[src/rtl/vector_rasterizer_if.sv]
`default_nettype none
// ============================================================================
// Module   : vector_rasterizer_if
// Brief    : Line-queue and pixel-request bundle for the vector rasterizer.
// Revision : 1.0 - initial release
// ============================================================================
interface vector_rasterizer_if;
  // Queue head: combinational from the line-register queue
  logic signed [12:0] qStartX;
  logic signed [12:0] qEndX;
  logic signed [12:0] qStartY;
  logic signed [12:0] qEndY;
  logic        [3:0]  qIntensity;
  logic               qEmpty;
  logic               qRead;

  // Pixel write request towards the frame-buffer writer
  logic        [9:0]  pixX;
  logic        [9:0]  pixY;
  logic        [3:0]  pixIntensity;
  logic               pixValid;
  logic               pixReady;

  logic               busy;
  logic        [15:0] linesDone;

  modport master (
    input  qStartX, qEndX, qStartY, qEndY, qIntensity, qEmpty, pixReady,
    output qRead, pixX, pixY, pixIntensity, pixValid, busy, linesDone
  );

  modport slave (
    output qStartX, qEndX, qStartY, qEndY, qIntensity, qEmpty, pixReady,
    input  qRead, pixX, pixY, pixIntensity, pixValid, busy, linesDone
  );
endinterface
`default_nettype wire

[src/rtl/vector_rasterizer.sv]
`default_nettype none
// ============================================================================
// Module   : vector_rasterizer
// Brief    : Pops AVG line segments and walks them with Bresenham into
//            clipped single-pixel write requests (valid/ready).
// Revision : 1.0 - initial release
// ============================================================================
module vector_rasterizer #(
  parameter int HRES = 640,
  parameter int VRES = 480
) (
  input  logic                   clk,
  input  logic                   rst,
  vector_rasterizer_if.master    bus
);

  typedef enum logic [1:0] {
    S_IDLE  = 2'd0,
    S_SETUP = 2'd1,
    S_DRAW  = 2'd2
  } state_t;

  localparam logic signed [15:0] c_HALF_W = 16'(HRES / 2);
  localparam logic signed [15:0] c_TOP_Y  = 16'(VRES / 2 - 1);
  localparam logic signed [15:0] c_HRES   = 16'(HRES);
  localparam logic signed [15:0] c_VRES   = 16'(VRES);

  state_t             r_state;
  state_t             w_state_next;

  logic signed [15:0] r_x;
  logic signed [15:0] r_y;
  logic signed [15:0] r_x1;
  logic signed [15:0] r_y1;
  logic signed [15:0] r_dx;
  logic signed [15:0] r_dy;
  logic signed [15:0] r_err;
  logic               r_sx_neg;
  logic               r_sy_neg;
  logic        [3:0]  r_intensity;
  logic        [15:0] r_lines_done;

  logic               w_pop;
  logic               w_line_done;
  logic               w_visible;
  logic               w_pix_valid;
  logic               w_advance;
  logic               w_at_end;
  logic               w_step_x;
  logic               w_step_y;
  logic signed [15:0] w_raster_x;
  logic signed [15:0] w_raster_y;
  logic signed [15:0] w_diff_x;
  logic signed [15:0] w_diff_y;
  logic signed [15:0] w_abs_x;
  logic signed [15:0] w_abs_y;
  logic signed [15:0] w_err_next;
  logic signed [16:0] w_e2;

  // Pop only from IDLE; reset suppresses the pop so a segment is never half-taken.
  assign w_pop = (r_state == S_IDLE) && !bus.qEmpty && !rst;

  assign w_raster_x = r_x + c_HALF_W;
  assign w_raster_y = c_TOP_Y - r_y;
  assign w_visible  = (w_raster_x >= 16'sd0) && (w_raster_x < c_HRES) &&
                      (w_raster_y >= 16'sd0) && (w_raster_y < c_VRES);

  assign w_pix_valid = (r_state == S_DRAW) && w_visible;
  assign w_advance   = (r_state == S_DRAW) && (!w_visible || bus.pixReady);
  assign w_at_end    = (r_x == r_x1) && (r_y == r_y1);

  assign w_diff_x = r_x1 - r_x;
  assign w_diff_y = r_y1 - r_y;
  assign w_abs_x  = w_diff_x[15] ? -w_diff_x : w_diff_x;
  assign w_abs_y  = w_diff_y[15] ? -w_diff_y : w_diff_y;

  // Both step decisions look at the pre-step error term.
  assign w_e2       = {r_err, 1'b0};
  assign w_step_x   = (w_e2 >= $signed({r_dy[15], r_dy}));
  assign w_step_y   = (w_e2 <= $signed({r_dx[15], r_dx}));
  assign w_err_next = r_err + (w_step_x ? r_dy : 16'sd0) + (w_step_y ? r_dx : 16'sd0);

  always_ff @(posedge clk) begin
    if (rst) begin
      r_state <= S_IDLE;
    end else begin
      r_state <= w_state_next;
    end
  end

  always_comb begin
    w_state_next = r_state;
    w_line_done  = 1'b0;
    case (r_state)
      S_IDLE: begin
        if (w_pop) begin
          w_state_next = S_SETUP;
        end
      end
      S_SETUP: begin
        if (r_intensity == 4'd0) begin
          w_state_next = S_IDLE;
          w_line_done  = 1'b1;
        end else begin
          w_state_next = S_DRAW;
        end
      end
      S_DRAW: begin
        if (w_advance && w_at_end) begin
          w_state_next = S_IDLE;
          w_line_done  = 1'b1;
        end
      end
      default: begin
        w_state_next = S_IDLE;
      end
    endcase
  end

  always_ff @(posedge clk) begin
    if (rst) begin
      r_x          <= '0;
      r_y          <= '0;
      r_x1         <= '0;
      r_y1         <= '0;
      r_dx         <= '0;
      r_dy         <= '0;
      r_err        <= '0;
      r_sx_neg     <= 1'b0;
      r_sy_neg     <= 1'b0;
      r_intensity  <= '0;
      r_lines_done <= '0;
    end else begin
      if (w_pop) begin
        r_x         <= {{3{bus.qStartX[12]}}, bus.qStartX};
        r_y         <= {{3{bus.qStartY[12]}}, bus.qStartY};
        r_x1        <= {{3{bus.qEndX[12]}}, bus.qEndX};
        r_y1        <= {{3{bus.qEndY[12]}}, bus.qEndY};
        r_intensity <= bus.qIntensity;
      end

      if (r_state == S_SETUP) begin
        r_dx     <= w_abs_x;
        r_dy     <= -w_abs_y;
        r_err    <= w_abs_x - w_abs_y;
        r_sx_neg <= (r_x >= r_x1);
        r_sy_neg <= (r_y >= r_y1);
      end

      if (w_advance && !w_at_end) begin
        r_err <= w_err_next;
        if (w_step_x) begin
          r_x <= r_x + (r_sx_neg ? -16'sd1 : 16'sd1);
        end
        if (w_step_y) begin
          r_y <= r_y + (r_sy_neg ? -16'sd1 : 16'sd1);
        end
      end

      if (w_line_done) begin
        r_lines_done <= r_lines_done + 16'd1;
      end
    end
  end

  // Pixel fields are zeroed whenever no request is presented.
  assign bus.qRead        = w_pop;
  assign bus.pixValid     = w_pix_valid;
  assign bus.pixX         = w_pix_valid ? w_raster_x[9:0] : 10'd0;
  assign bus.pixY         = w_pix_valid ? w_raster_y[9:0] : 10'd0;
  assign bus.pixIntensity = w_pix_valid ? r_intensity : 4'd0;
  assign bus.busy         = (r_state != S_IDLE);
  assign bus.linesDone    = r_lines_done;

endmodule
`default_nettype wire

[src/flat_wrapper.sv]
// flat-port wrapper written by rule: the top's interface ports become plain ports
module vector_rasterizer_flat 
#(
  parameter int HRES = 640,
  parameter int VRES = 480
)
  (clk, rst, bus_qStartX, bus_qEndX, bus_qStartY, bus_qEndY, bus_qIntensity, bus_qEmpty, bus_pixReady, bus_qRead, bus_pixX, bus_pixY, bus_pixIntensity, bus_pixValid, bus_busy, bus_linesDone);
  vector_rasterizer_if bus_i ();
  input  logic clk;
  input  logic rst;
  input wire logic [$bits(bus_i.qStartX)-1:0] bus_qStartX;
  input wire logic [$bits(bus_i.qEndX)-1:0] bus_qEndX;
  input wire logic [$bits(bus_i.qStartY)-1:0] bus_qStartY;
  input wire logic [$bits(bus_i.qEndY)-1:0] bus_qEndY;
  input wire logic [$bits(bus_i.qIntensity)-1:0] bus_qIntensity;
  input wire logic [$bits(bus_i.qEmpty)-1:0] bus_qEmpty;
  input wire logic [$bits(bus_i.pixReady)-1:0] bus_pixReady;
  output wire logic [$bits(bus_i.qRead)-1:0] bus_qRead;
  output wire logic [$bits(bus_i.pixX)-1:0] bus_pixX;
  output wire logic [$bits(bus_i.pixY)-1:0] bus_pixY;
  output wire logic [$bits(bus_i.pixIntensity)-1:0] bus_pixIntensity;
  output wire logic [$bits(bus_i.pixValid)-1:0] bus_pixValid;
  output wire logic [$bits(bus_i.busy)-1:0] bus_busy;
  output wire logic [$bits(bus_i.linesDone)-1:0] bus_linesDone;
  assign bus_i.qStartX = bus_qStartX;
  assign bus_i.qEndX = bus_qEndX;
  assign bus_i.qStartY = bus_qStartY;
  assign bus_i.qEndY = bus_qEndY;
  assign bus_i.qIntensity = bus_qIntensity;
  assign bus_i.qEmpty = bus_qEmpty;
  assign bus_i.pixReady = bus_pixReady;
  assign bus_qRead = bus_i.qRead;
  assign bus_pixX = bus_i.pixX;
  assign bus_pixY = bus_i.pixY;
  assign bus_pixIntensity = bus_i.pixIntensity;
  assign bus_pixValid = bus_i.pixValid;
  assign bus_busy = bus_i.busy;
  assign bus_linesDone = bus_i.linesDone;
  vector_rasterizer #(.HRES(HRES), .VRES(VRES)) u_core (.clk(clk), .rst(rst), .bus(bus_i));
endmodule
[config.mk]
export PLATFORM = sky130hd
export DESIGN_NAME = vector_rasterizer_flat
export DESIGN_NICKNAME = d
export VERILOG_FILES = /design/src/rtl/vector_rasterizer_if.sv /design/src/rtl/vector_rasterizer.sv /design/src/flat_wrapper.sv
export SDC_FILE = /design/constraint.sdc
export NUM_CORES = 1
export LEC_CHECK = 0
export ABC_AREA = 1
export CORE_UTILIZATION = 61
export DETAILED_ROUTE_END_ITERATION = 8
export PLACE_DENSITY = 0.83
export SYNTH_ARGS = -nofsm -noshare
export SYNTH_HDL_FRONTEND = slang
export SYNTH_SLANG_ARGS = --single-unit
[constraint.sdc]
create_clock -name clk -period 5.39 [get_ports clk]
set_input_delay 1.3475 -clock clk [delete_from_list [all_inputs] [get_ports clk]]
set_output_delay 1.3475 -clock clk [all_outputs]
set_load 0.05 [all_outputs]
==> metrics <==
FF+latch area=2600 µm²; crit start category=register; Largest stage delay, worst path=0.44 ns; Worst Hold Depth=2; met3 usage=0.0468; Max Buffers Root-to-Sink=2; Syn Inst Count=2066; Crit path depth=24; Syn Nets=2279; met1 usage in global routing=0.424; post-synthesis register bit count=130; commonest cells after routing, fill and taps aside=nand2_1 (477), inv_1 (334), a21oi_1 (171); Fillers=1867; initial antenna violation count=0; clk root buf=clkbuf_16; Final TNS setup=0 ns; DR vias=13500; Vert. Die Dim=149 µm; final weighted congestion in routability-driven placement=0.942; Fmax=204 MHz; fin. max-slew vios=0; vias in the first global route=12800; Inst Count DP=2397; status=complete, no violations; GRT met2 Usage=0.573; GRT overflow=0; crit path time final=4.91 ns; Reg clk slew, reported paths=0.07 ns; antenna cells=0; worst-margin pin slew=0.958 ns; CP bufs+invs=4; Synth async-reset ratio=0; antenna-violating nets left=0; Clock Latency Late Sink=0.43 ns; Core Region=21200 µm²; vias per cell=5.57; period utilisation layout=0.910; Post-CTS Setup Bufs=0; Avg Inst Size Synth=6.39 µm²; clk sink count=130; initial drt markers=826; Syn-to-layout area delta=13.0%; ys flop type=dfxtp_1; Ports=103; most common library cell in the layout ignoring fill and taps=nand2_1; Setup Skew=0.00998 ns; critical path's slowest cell=fa_1; CP Data Required Time=5.76 ns; sequential area share after synthesis=0.197; CP Max Fanout=11; Hold Crit Class=register to register; Top Usage Layer GRT=met2; max-cap violations=0; Worst Reg-to-Reg Cells=24; DP HPWL=28200 µm; DIE AREA=22200 µm²; YS warnings=0; CTS buffer count=17; Worst R2R Setup Slack=0.48 ns; library cells used by synthesis=58; RSZ-0062 raised after global routing=no; CTS HTree Levels=4; Final Hold Fails=0; non-filler instance count after layout=2429; CTS tree=yes; DR WL/cell=15.0 µm; Cell Rows=53; IO Port Bufs=101; critical path, cell by cell=inv_1 -> ha_1 -> nand4_1 -> nor3_1 -> nand3_1 -> nand3_1 -> nand2_1 -> nand2_1 -> nand2_1 -> fa_1 -> inv_1 -> ha_1 -> inv_1 -> fa_1 -> inv_1 -> a21oi_1 -> o21ai_0 -> a31oi_1 -> o21ai_0 -> xor2_1 -> nand2_1 -> o21ai_0 -> nor2_1 -> nor2_1; mapped cell area=13200 µm²; Routed WL=36400 µm; Final setup viols=0; worst rel slew slack=0.360; Initial Util=0.624; fin nets=2354; DRC=0; crit-path leading delay family=simple AND/OR/NAND/NOR gates; Die Wd=149 µm; kind of end point of the critical path=register; Post-synth EDFFs=0; drt first pass iters=5; first-pass GRT wire length=60200 µm; CP arrival=5.27 ns; CP Class=register to register; gr usage total=0.337; largest net degree at the start of global routing=112; multi-input logic area=9040 µm²; fraction of layout cells with a size suffix above 1=0.0455
==> synthesized netlist by cell type (2+ instances only) <==
library cell,n,area (µm²)
a211oi_1,21,158
nor3_1,24,120
nor4_1,9,56.3
a21boi_0,3,22.5
o21bai_1,6,45.0
fa_1,21,420
xor2_1,80,701
inv_1,335,1260
or2_2,3,18.8
buf_4,3,22.5
a21oi_1,171,856
nand3b_1,8,60.1
o31ai_1,6,45.0
buf_6,2,22.5
dfxtp_1,130,2600
nand4_1,27,169
nor2_1,163,612
clkbuf_8,2,27.5
nor2_4,5,56.3
nand3_1,109,546
nand3_2,6,60.1
and2_1,4,25.0
o2111ai_1,2,17.5
o21ai_0,163,816
o21a_1,3,22.5
ha_1,132,1650
o221ai_1,2,17.5
a21o_1,7,52.6
o21ai_1,5,25.0
nor2_2,3,18.8
nand2_2,25,156
xnor2_1,23,201
a31oi_1,8,50.1
clkbuf_1,34,128
buf_2,8,40.0
a221oi_1,3,26.3
nand2_1,478,1790
nand2_4,3,33.8
o211ai_1,10,75.1
==> final cells by class <==
type                            count  share of cell area
Sequential cell                   130               0.175
Multi-Input combinational cell   1544               0.607
Clock inverter                     15             0.00965
Timing Repair Buffer              109              0.0722
Inverter                          339              0.0856
Tap cell                          275              0.0231
Clock buffer                       17              0.0285
==> registers in the layout (all words and copies together), names as in the netlist <==
register,cells
u_core.r_state,2
u_core.r_y1,13
u_core.r_x1,13
u_core.r_dx,16
u_core.r_sy_neg,1
u_core.r_x,16
u_core.r_dy,16
u_core.bus.linesDone,16
u_core.r_intensity,4
u_core.r_y,16
u_core.r_sx_neg,1
u_core.r_err,16
==> metrics by stage <==
step	util	setup WS, ns	hold slack [ns]	area, µm²
2_1_floorplan	-	1.24	0.452	13200
5_1_grt	0.705	0.0831	0.522	14900
3_3_place_gp	0.678	0.643	0.487	14300
4_1_cts	0.705	0.538	0.501	14900
3_5_place_dp	0.678	0.541	0.492	14300
6_report	0.705	0.485	0.497	14900
==> worst register-to-register path: cells and delay by family, from the launching register on <==
family	cells	cell delay, ns
and+or+nand+nor	10	1.63
adders and majority gates	4	1.46
AOI/OAI and AO/OA	5	0.92
DFF	1	0.38
buffers and inverters	4	0.32
xor gates and xnor gates	1	0.17
==> metal layers <==
metal	vias to the layer above	routed length, µm	part of all wire
li1	6851	-	-
met1	6147	16100	0.44
met2	442	17000	0.47
met3	91	2120	0.058
met4	0	1260	0.034
met5	-	0	0
==> final timing paths <==
path,startpoint,to
setup / recovery,u_core.r_dy[15],u_core.r_err[13]
hold / removal,u_core.bus.linesDone[15],u_core.bus.linesDone[15]
setup reg to reg,u_core.r_dy[15],u_core.r_err[13]
hold reg to reg,u_core.bus.linesDone[15],u_core.bus.linesDone[15]
==> logic make-up (layout without fill, tap and decap cells) <==
family | count (synthesis) | after routing | synth area share
simple gates | 871 | 871 | 0.285
compound gates | 416 | 416 | 0.174
buf+inv | 392 | 480 | 0.118
fa+ha+maj | 153 | 153 | 0.157
flops | 130 | 130 | 0.197
xor+xnor | 103 | 103 | 0.0683
other cells | 1 | 1 | 0.000284
==> repair_timing <==
action                                  CTS  global route
hold endpoints to repair                  0             0
resized for setup                         0             1
hold buffers                              0             0
endpoints found under the setup margin    0             1
Power is not shown: default switching activity piles up to over one toggle a cycle in this logic, so the estimate is an artifact.
